==> config.mk <==
export PLATFORM = sky130hd
export DESIGN_NAME = hazard_ctrl
export DESIGN_NICKNAME = d
export VERILOG_FILES = /design/src/rtl/pipeline_pkg.sv /design/src/rtl/hazard_ctrl_sat_counter.sv /design/src/rtl/hazard_ctrl.sv
export SDC_FILE = /design/constraint.sdc
export NUM_CORES = 1
export LEC_CHECK = 0
export ABC_CLOCK_PERIOD_IN_PS = 1220
export CORE_MARGIN = 5
export CORE_UTILIZATION = 27
export DETAILED_ROUTE_END_ITERATION = 10
export GPL_TIMING_DRIVEN = 0
export PLACE_DENSITY_LB_ADDON = 0.15
export SYNTH_ARGS = -nofsm -noshare
export SYNTH_HDL_FRONTEND = slang
export SYNTH_SLANG_ARGS = --single-unit
export TNS_END_PERCENT = 30
==> constraint.sdc <==
create_clock -name clk -period 1.22 [get_ports clk]
set_input_delay 0.122 -clock clk [delete_from_list [all_inputs] [get_ports clk]]
set_output_delay 0.122 -clock clk [all_outputs]
set_load 0.01 [all_outputs]
==> src/rtl/pipeline_pkg.sv <==
// Shared types and constants for the pipeline sequencing controller.
package pipeline_pkg;

    // Controller modes: normal flow, instruction refill, data refill
    typedef enum logic [1:0] {
        RUN   = 2'd0,
        IMISS = 2'd1,
        DMISS = 2'd2
    } hazard_state_t;

    // Refill port steering
    localparam logic MEM_SEL_I = 1'b0;
    localparam logic MEM_SEL_D = 1'b1;

    // Default architectural register index width
    localparam int DEFAULT_REG_ADDR_WIDTH = 5;

    // Default statistics counter width
    localparam int DEFAULT_STAT_WIDTH = 32;

endpackage

==> src/rtl/hazard_ctrl_sat_counter.sv <==
// Saturating up-counter used for controller statistics.
// Clears on synchronous reset and holds at all-ones once reached.
module sat_counter #(
    parameter int WIDTH = 32
) (
    input  logic             clk,
    input  logic             reset,
    input  logic             inc,
    output logic [WIDTH-1:0] count
);

    logic [WIDTH-1:0] count_reg;

    // Count events, sticking at the maximum value
    always_ff @(posedge clk) begin
        if (reset) begin
            count_reg <= '0;
        end else if (inc && (count_reg != {WIDTH{1'b1}})) begin
            count_reg <= count_reg + {{(WIDTH-1){1'b0}}, 1'b1};
        end
    end

    assign count = count_reg;

endmodule

==> src/rtl/hazard_ctrl.sv <==
// Pipeline sequencing controller: load-use and branch hazard handling,
// plus arbitration of the shared refill port between I$ and D$ misses.
// Optional feature macro: HAZARD_STATS_EN adds saturating event counters.
module hazard_ctrl
    import pipeline_pkg::*;
#(
    parameter int REG_ADDR_WIDTH = DEFAULT_REG_ADDR_WIDTH
`ifdef HAZARD_STATS_EN
   ,parameter int STAT_WIDTH = DEFAULT_STAT_WIDTH
`endif
) (
    input  logic                      clk,
    input  logic                      reset,
    input  logic                      d_valid,
    input  logic [REG_ADDR_WIDTH-1:0] d_rs1,
    input  logic [REG_ADDR_WIDTH-1:0] d_rs2,
    input  logic                      d_use_rs1,
    input  logic                      d_use_rs2,
    input  logic                      e_valid,
    input  logic                      e_is_load,
    input  logic [REG_ADDR_WIDTH-1:0] e_rd,
    input  logic                      branch_taken,
    input  logic                      icache_miss,
    input  logic                      dcache_miss,
    input  logic                      mem_ack,
    output logic                      mem_req,
    output logic                      mem_sel,
    output logic                      f_stall,
    output logic                      fd_stall,
    output logic                      fd_flush,
    output logic                      de_stall,
    output logic                      de_flush,
    output logic                      em_stall
`ifdef HAZARD_STATS_EN
   ,output logic [STAT_WIDTH-1:0]     stat_loaduse
   ,output logic [STAT_WIDTH-1:0]     stat_imiss_cyc
   ,output logic [STAT_WIDTH-1:0]     stat_dmiss_cyc
   ,output logic [STAT_WIDTH-1:0]     stat_flush
`endif
);

    hazard_state_t state_reg;
    logic          mem_req_reg;
    logic          mem_sel_reg;
    logic          load_use;
    logic          redirect;

    // A load in E feeding a source read in D; x0 is hardwired and never matches
    assign load_use = e_valid && e_is_load && (e_rd != '0) && d_valid &&
                      ((d_use_rs1 && (d_rs1 == e_rd)) || (d_use_rs2 && (d_rs2 == e_rd)));

    // Branch redirects are only honoured while E is not frozen by a D$ refill
    assign redirect = branch_taken && (state_reg != DMISS);

    // Miss FSM with registered refill request; D$ misses win so the frozen
    // memory stage is released first, the held I$ miss is picked up afterwards
    always_ff @(posedge clk) begin
        if (reset) begin
            state_reg   <= RUN;
            mem_req_reg <= 1'b0;
            mem_sel_reg <= MEM_SEL_I;
        end else begin
            case (state_reg)
                RUN: begin
                    if (dcache_miss) begin
                        state_reg   <= DMISS;
                        mem_req_reg <= 1'b1;
                        mem_sel_reg <= MEM_SEL_D;
                    end else if (icache_miss) begin
                        state_reg   <= IMISS;
                        mem_req_reg <= 1'b1;
                        mem_sel_reg <= MEM_SEL_I;
                    end
                end
                IMISS, DMISS: begin
                    if (mem_ack) begin
                        state_reg   <= RUN;
                        mem_req_reg <= 1'b0;
                        mem_sel_reg <= MEM_SEL_I;
                    end
                end
                default: begin
                    state_reg   <= RUN;
                    mem_req_reg <= 1'b0;
                    mem_sel_reg <= MEM_SEL_I;
                end
            endcase
        end
    end

    assign mem_req = mem_req_reg;
    assign mem_sel = mem_sel_reg;

    // Stall/flush decode; a flush on a register always suppresses its stall
    always_comb begin
        f_stall  = 1'b0;
        fd_stall = 1'b0;
        fd_flush = 1'b0;
        de_stall = 1'b0;
        de_flush = 1'b0;
        em_stall = 1'b0;
        if (reset) begin
            fd_flush = 1'b1;
            de_flush = 1'b1;
        end else if (state_reg == DMISS) begin
            f_stall  = 1'b1;
            fd_stall = 1'b1;
            de_stall = 1'b1;
            em_stall = 1'b1;
        end else begin
            if (state_reg == IMISS) begin
                f_stall  = 1'b1;
                fd_flush = 1'b1;
            end
            if (redirect) begin
                fd_flush = 1'b1;
                de_flush = 1'b1;
            end else if (load_use) begin
                f_stall  = 1'b1;
                de_flush = 1'b1;
                fd_stall = !fd_flush;
            end
        end
    end

`ifdef HAZARD_STATS_EN
    // Event strobes: 0 load-use bubble, 1 IMISS cycle, 2 DMISS cycle, 3 branch flush
    logic [3:0]            stat_inc;
    logic [STAT_WIDTH-1:0] stat_cnt [4];

    assign stat_inc[0] = load_use && !redirect && (state_reg != DMISS);
    assign stat_inc[1] = (state_reg == IMISS);
    assign stat_inc[2] = (state_reg == DMISS);
    assign stat_inc[3] = redirect;

    generate
        for (genvar gi = 0; gi < 4; gi++) begin : g_stat
            sat_counter #(
                .WIDTH (STAT_WIDTH)
            ) u_cnt (
                .clk   (clk),
                .reset (reset),
                .inc   (stat_inc[gi]),
                .count (stat_cnt[gi])
            );
        end
    endgenerate

    assign stat_loaduse   = stat_cnt[0];
    assign stat_imiss_cyc = stat_cnt[1];
    assign stat_dmiss_cyc = stat_cnt[2];
    assign stat_flush     = stat_cnt[3];
`endif

endmodule
# Yosys cells after proc, flatten, opt, wreduce, memory -nomap -nowiden
# Index checks and enable logic that the tools add are counted.
dict set report classes {
  n_eq_ne 7
  muxes 31
  reduce_logical 13
}
# op n
set op_table {}
lappend op_table {{$mux 1} 25}
lappend op_table {{$eq 5x5->1} 2}
lappend op_table {{$logic_and 1x1->1} 7}
lappend op_table {{$mux 2} 3}
lappend op_table {{$reduce_bool 5->1} 1}
lappend op_table {{$ne 2x2->1 const B} 2}
lappend op_table {{$pmux 1 s2} 2}
lappend op_table {{$pmux 2 s2} 1}
lappend op_table {{$ne 3x3->1 const B} 1}
lappend op_table {{$eq 2x1->1 const B} 1}
lappend op_table {{$eq 2x2->1 const B} 1}
lappend op_table {{$logic_not 2->1} 1}
lappend op_table {{$reduce_and 2->1} 1}
lappend op_table {{$reduce_or 2->1} 1}
lappend op_table {{$logic_not 1->1} 1}
lappend op_table {{$logic_or 1x1->1} 1}
dict set report word_totals {
  ff_bits 4
  elab_cells 54
}

# Logic depth before layout (Yosys ltp)
dict set report depth {
  word_depth 9
  depth_mapped 6
  ltp_nobuf 6
}

# Worst setup path before layout
# No wires, ideal clock.
dict set report synth_timing {
  path_type {register -> output}
  startpoint {reg state_reg[0]}
  endpoint {out de_flush}
  arrival_time_ns 1.177
  path_slack_ns -0.079
  stages_incl_launch_ff 6
  path_buffers 0
  cell_sequence {dfxtp_1 > inv_1 > ha_1 > nand2b_1 > inv_1 > o31ai_1}
}
dict set report synth_between {
  elab_chain_len 5
  word_cells_on_any_way 6
  classes_between {eq/ne (2); mux (3); reduce/logical (1)}
}
# item line
set synth_lines {}
lappend synth_lines {{start: declaration} hazard_ctrl.sv:42} ;# hazard_state_t state_reg;
lappend synth_lines {{start signal: assignment} hazard_ctrl.sv:59} ;# state_reg <= RUN;
lappend synth_lines {{start signal: assignment} hazard_ctrl.sv:66} ;# state_reg <= DMISS;
lappend synth_lines {{start signal: assignment} hazard_ctrl.sv:70} ;# state_reg <= IMISS;
lappend synth_lines {{$ne 2x2->1} hazard_ctrl.sv:53} ;# assign redirect = branch_taken && (state_reg != DMISS);
lappend synth_lines {{$logic_and 1x1->1} hazard_ctrl.sv:53}
lappend synth_lines {{$mux 1} hazard_ctrl.sv:115} ;# if (redirect) begin
lappend synth_lines {{$mux 1 *} hazard_ctrl.sv:105} ;# end else if (state_reg == DMISS) begin
lappend synth_lines {{$mux 1 *} hazard_ctrl.sv:102} ;# if (reset) begin
lappend synth_lines {{end: declaration} hazard_ctrl.sv:32} ;# output logic de_flush,
# Every way passes the cells marked *; elsewhere a longest branch is shown, timed or not.

# Worst setup path in the final report
dict set report layout_timing {
  startpoint {in d_rs1[3]}
  endpoint {out fd_stall}
}
dict set report layout_between {
  elab_chain_len 8
}
# item line
set layout_lines {}
lappend layout_lines {{start: declaration} hazard_ctrl.sv:15} ;# input logic [REG_ADDR_WIDTH-1:0] d_rs1,
lappend layout_lines {{$eq 5x5->1} hazard_ctrl.sv:50} ;# ((d_use_rs1 && (d_rs1 == e_rd)) || (d_use_rs2 && (d_rs2 == e_rd)));
lappend layout_lines {{$logic_and 1x1->1} hazard_ctrl.sv:50}
lappend layout_lines {{$logic_or 1x1->1} hazard_ctrl.sv:50}
lappend layout_lines {{$logic_and 1x1->1} hazard_ctrl.sv:49} ;# assign load_use = e_valid && e_is_load && (e_rd != '0) && d_valid &&
lappend layout_lines {{$mux 1} hazard_ctrl.sv:118} ;# end else if (load_use) begin
lappend layout_lines {{$mux 1} hazard_ctrl.sv:115}
lappend layout_lines {{$mux 1} hazard_ctrl.sv:105}
lappend layout_lines {{$mux 1} hazard_ctrl.sv:102}
lappend layout_lines {{end: declaration} hazard_ctrl.sv:29} ;# output logic fd_stall,
# No other way between the ends.

==> key figures <==
Floorplanning
  • Vert. Die Dim: 47.66 µm
  • Placeable core area: 1318 µm²
  • Starting density of the core: 0.2906
  • I/O Pins: 34
  • Area of the die: 2271 µm²
  • Floorplan die width: 47.66 µm
  • Number of cell rows: 13

STA
  • Number of max-slew violations in the final report: 0
  • Minimum period implied by the final worst setup slack: 1609 ps
  • Worst max-slew margin expressed relative to the limit: 0.8163
  • Total count of hold-check failures in the final report: 0
  • Total negative slack: -1374 ps
  • Worst clock skew: 4.649 ps
  • Share of the clock period used by the worst path after layout: 1.319
  • Setup violators final: 6
  • Transition time of the tightest slew-check pin: 273.3 ps
  • Unrepaired setup endpoints after global routing: yes
  • Smallest setup slack after layout: -389.2 ps
  • Max Clock Freq: 621.4 MHz

Clocking
  • Clock buffer count from CTS: 3
  • CTS Root Cell: sky130_fd_sc_hd__clkbuf_4
  • Skew-Pair Late Insertion Delay: 240 ps
  • Clock slew seen by the registers of the worst setup and hold paths: 40 ps
  • Num Clock Sinks: 3
  • CTS tree: yes
  • Max Root-Sink Buffers: 2
  • H-tree Lvls: 1
  • Post-CTS Hold Buffers: 0

Worst setup path
  • Element type at the critical path end: output port
  • Worst Path Arrival: 1490 ps
  • Kind of start point of the critical path: input port
  • CP Class: input port to output port
  • Maximum fanout along the worst path: 2
  • Data required time of the worst path: 1100 ps

Pwr
  • Relative contribution of combinational cells to total power: 0.492
  • Sequential fraction of design power: 0.205
  • IR drop worst, VDD: 0.0004927 V
  • Switching share of power: 0.3265
  • Part of the total power dissipated in the clock network: 0.303
  • Switching power: 0.0001941 W
  • Power density over cell area: 749.5 nW/µm²
  • Internal power: 0.0004004 W
  • Static leakage power: 0.3691 nW

Synthesis
  • Area of the mapped netlist: 382.9 µm²
  • Async set-reset flop share out of synthesis: 0
  • Sequential-to-total area share from yosys stat: 0.1569
  • Post-synthesis area per instance: 7.976 µm²
  • Largest family of logic cells by synthesized area: compound AO/OA/AOI/OAI gates
  • Fraction of the mapped netlist area in simple logic gates: 0.2157
  • Flip-flop and latch count after synthesis: 3
  • Adder and majority cell fraction of the synthesized area: 0.09804
  • Count of cell types in the netlist: 24
  • Xor-xnor portion of the synthesized cell area: 0.2288
  • Count of warnings emitted by yosys: 0
  • Post-synthesis net count: 77
  • Share of cell area taken by muxes after synthesis: 0
  • Synth Flop Type: sky130_fd_sc_hd__dfxtp_1
  • Compound-gate portion of the synthesized area: 0.2320
  • Syn Inst Count: 48
  • EDFF count, synth: 0

Detailed routing
  • Routed vias: 493
  • Via density per instance: 4.786
  • Detail-routed net length per standard cell: 11.91 µm
  • Antenna viol nets, final: 0
  • Wire length after detailed routing: 1227 µm
  • Iteration-0 DRC Markers: 0
  • DRC Markers: 0
  • Router iterations before antenna repair: 1

GRT
  • Antenna violations before repair: 0
  • Pin count of the biggest net entering global routing: 8
  • Overall routing resource usage: 0.1156
  • Overflow after GRT: 0
  • First-pass GRT wire length: 1787 µm
  • Via count of the first global-routing pass: 449

Status
  • Result of the run: complete, but fails checks
  • Failing checks: setup timing

Cells and area
  • Share of layout cells above drive strength 1: 0.4318
  • Number of inserted diodes: 0
  • Net total in the final layout: 118
  • Final core utilization: 0.6021
  • Area Growth Syn to Fin: 107.2%
  • Filler cells: 138

Job
  • Max-capacitance violation count: 0

Placement
  • Routability congestion estimate from global placement: 0.6931
  • Estimated wirelength of the detail-placed design: 956.8 µm
  • Worst slack at placement: -1108 ps
  • Port-buffer cells: 33

Hold path
  • Path class of the lowest-slack min-delay path: input port to flop
-- placed cells by master, fill, tap and decap left out, drive strengths merged --
cell type / count
clkdlybuf4s15: 1
nand4: 1
and2: 1
nand2b: 2
nand2: 2
o21ai: 2
o31ai: 1
nor2: 4
a21oi: 1
o32ai: 1
xor2: 8
nor4: 2
inv: 5
a32oi: 2
o21a: 1
or2: 1
clkbuf: 4
dlymetal6s2s: 1
nor3: 2
o21bai: 1
dlygate4sd2: 7
a221oi: 1
xnor2: 2
buf: 19
ha: 3
clkdlybuf4s50: 9
o41ai: 1
dfxtp: 3
-- cells by family after synthesis --
logic type | Yosys count
flip-flops | 3
buffers and inverters | 6
XOR/XNOR | 10
AND/OR/NAND/NOR | 15
adder cells (fa/ha/maj) | 3
AO/OA/AOI/OAI | 11
-- power groups by stage --
stage               clock, W  sequential (W)  combinational, W
finish              0.000180        0.000122          0.000293
global route        0.000196        0.000123          0.000324
CTS                 0.000186        0.000122          0.000271
detailed placement         0        0.000122          0.000286
global placement           0        0.000122          0.000286
floorplan                  0        0.000125          0.000123
-- metal layers --
metal	vias up	GRT usage	part of all wire
met3	7	0.03759	0.12
met4	0	0.09140	0.036
li1	247	-	-
met2	23	0.1818	0.46
met1	216	0.1269	0.38
met5	-	0	0
-- final cells by class --
| class | count | area, µm² | area share |
|---|---|---|---|
| clock buffers | 4 | 26.28 | 0.03312 |
| plain buffers | 1 | 7.507 | 0.009464 |
| multi-input cells | 39 | 360.3 | 0.4543 |
| well taps | 15 | 18.77 | 0.02366 |
| inverters | 5 | 18.77 | 0.02366 |
| repair buffers | 36 | 299.0 | 0.3770 |
| flip-flops and latches | 3 | 62.56 | 0.07886 |
-- synthesized netlist by cell type, types with 2 or more instances --
library cell | n | area share
sky130_fd_sc_hd__ha_1 | 3 | 0.098
sky130_fd_sc_hd__dfxtp_1 | 3 | 0.16
sky130_fd_sc_hd__inv_1 | 5 | 0.049
sky130_fd_sc_hd__o21ai_0 | 2 | 0.026
sky130_fd_sc_hd__nand2_1 | 2 | 0.020
sky130_fd_sc_hd__nor3_1 | 2 | 0.026
sky130_fd_sc_hd__nand2b_1 | 2 | 0.033
sky130_fd_sc_hd__xnor2_1 | 2 | 0.046
sky130_fd_sc_hd__a32oi_1 | 2 | 0.046
sky130_fd_sc_hd__nor2_1 | 4 | 0.039
sky130_fd_sc_hd__xor2_1 | 8 | 0.18
-- metrics by stage --
step | instances | hold slack, ps | instance area (µm²) | power (W)
floorplan | 48 | 187.0 | 396.6 | 0.0002488
global placement | 96 | 462.7 | 745.7 | 0.0004075
detailed placement | 96 | 465.9 | 745.7 | 0.0004085
CTS | 103 | 318.0 | 760.7 | 0.0005789
global route | 103 | 348.8 | 793.3 | 0.0006439
finish | 103 | 320.2 | 793.3 | 0.0005945
-- critical path, stage by stage --
cell,delay (ps)
sky130_fd_sc_hd__buf_6,90
sky130_fd_sc_hd__xor2_2,160
sky130_fd_sc_hd__nor4_2,320
sky130_fd_sc_hd__a32oi_2,170
sky130_fd_sc_hd__buf_4,160
sky130_fd_sc_hd__o41ai_2,270
sky130_fd_sc_hd__buf_2,180
-- final timing paths --
kind / start / cells past startpoint / slack, ps / to
worst min register to register: mem_req$_SDFFE_PP0P_ / 2 / 460 / mem_req$_SDFFE_PP0P_
worst min-delay path: reset / 2 / 320 / mem_sel$_SDFFE_PP0P_
worst max-delay path: d_rs1[3] / 7 / -390 / fd_stall
worst max register to register: mem_sel$_SDFFE_PP0P_ / 5 / 40 / mem_req$_SDFFE_PP0P_
-- repair_timing --
item	in CTS	in global routing
buffers inserted	3	0
gates resized for setup	72	11
setup endpoints to repair	9	10
pin swaps	11	4
No activity file was read; power rests on OpenSTA's default activity.
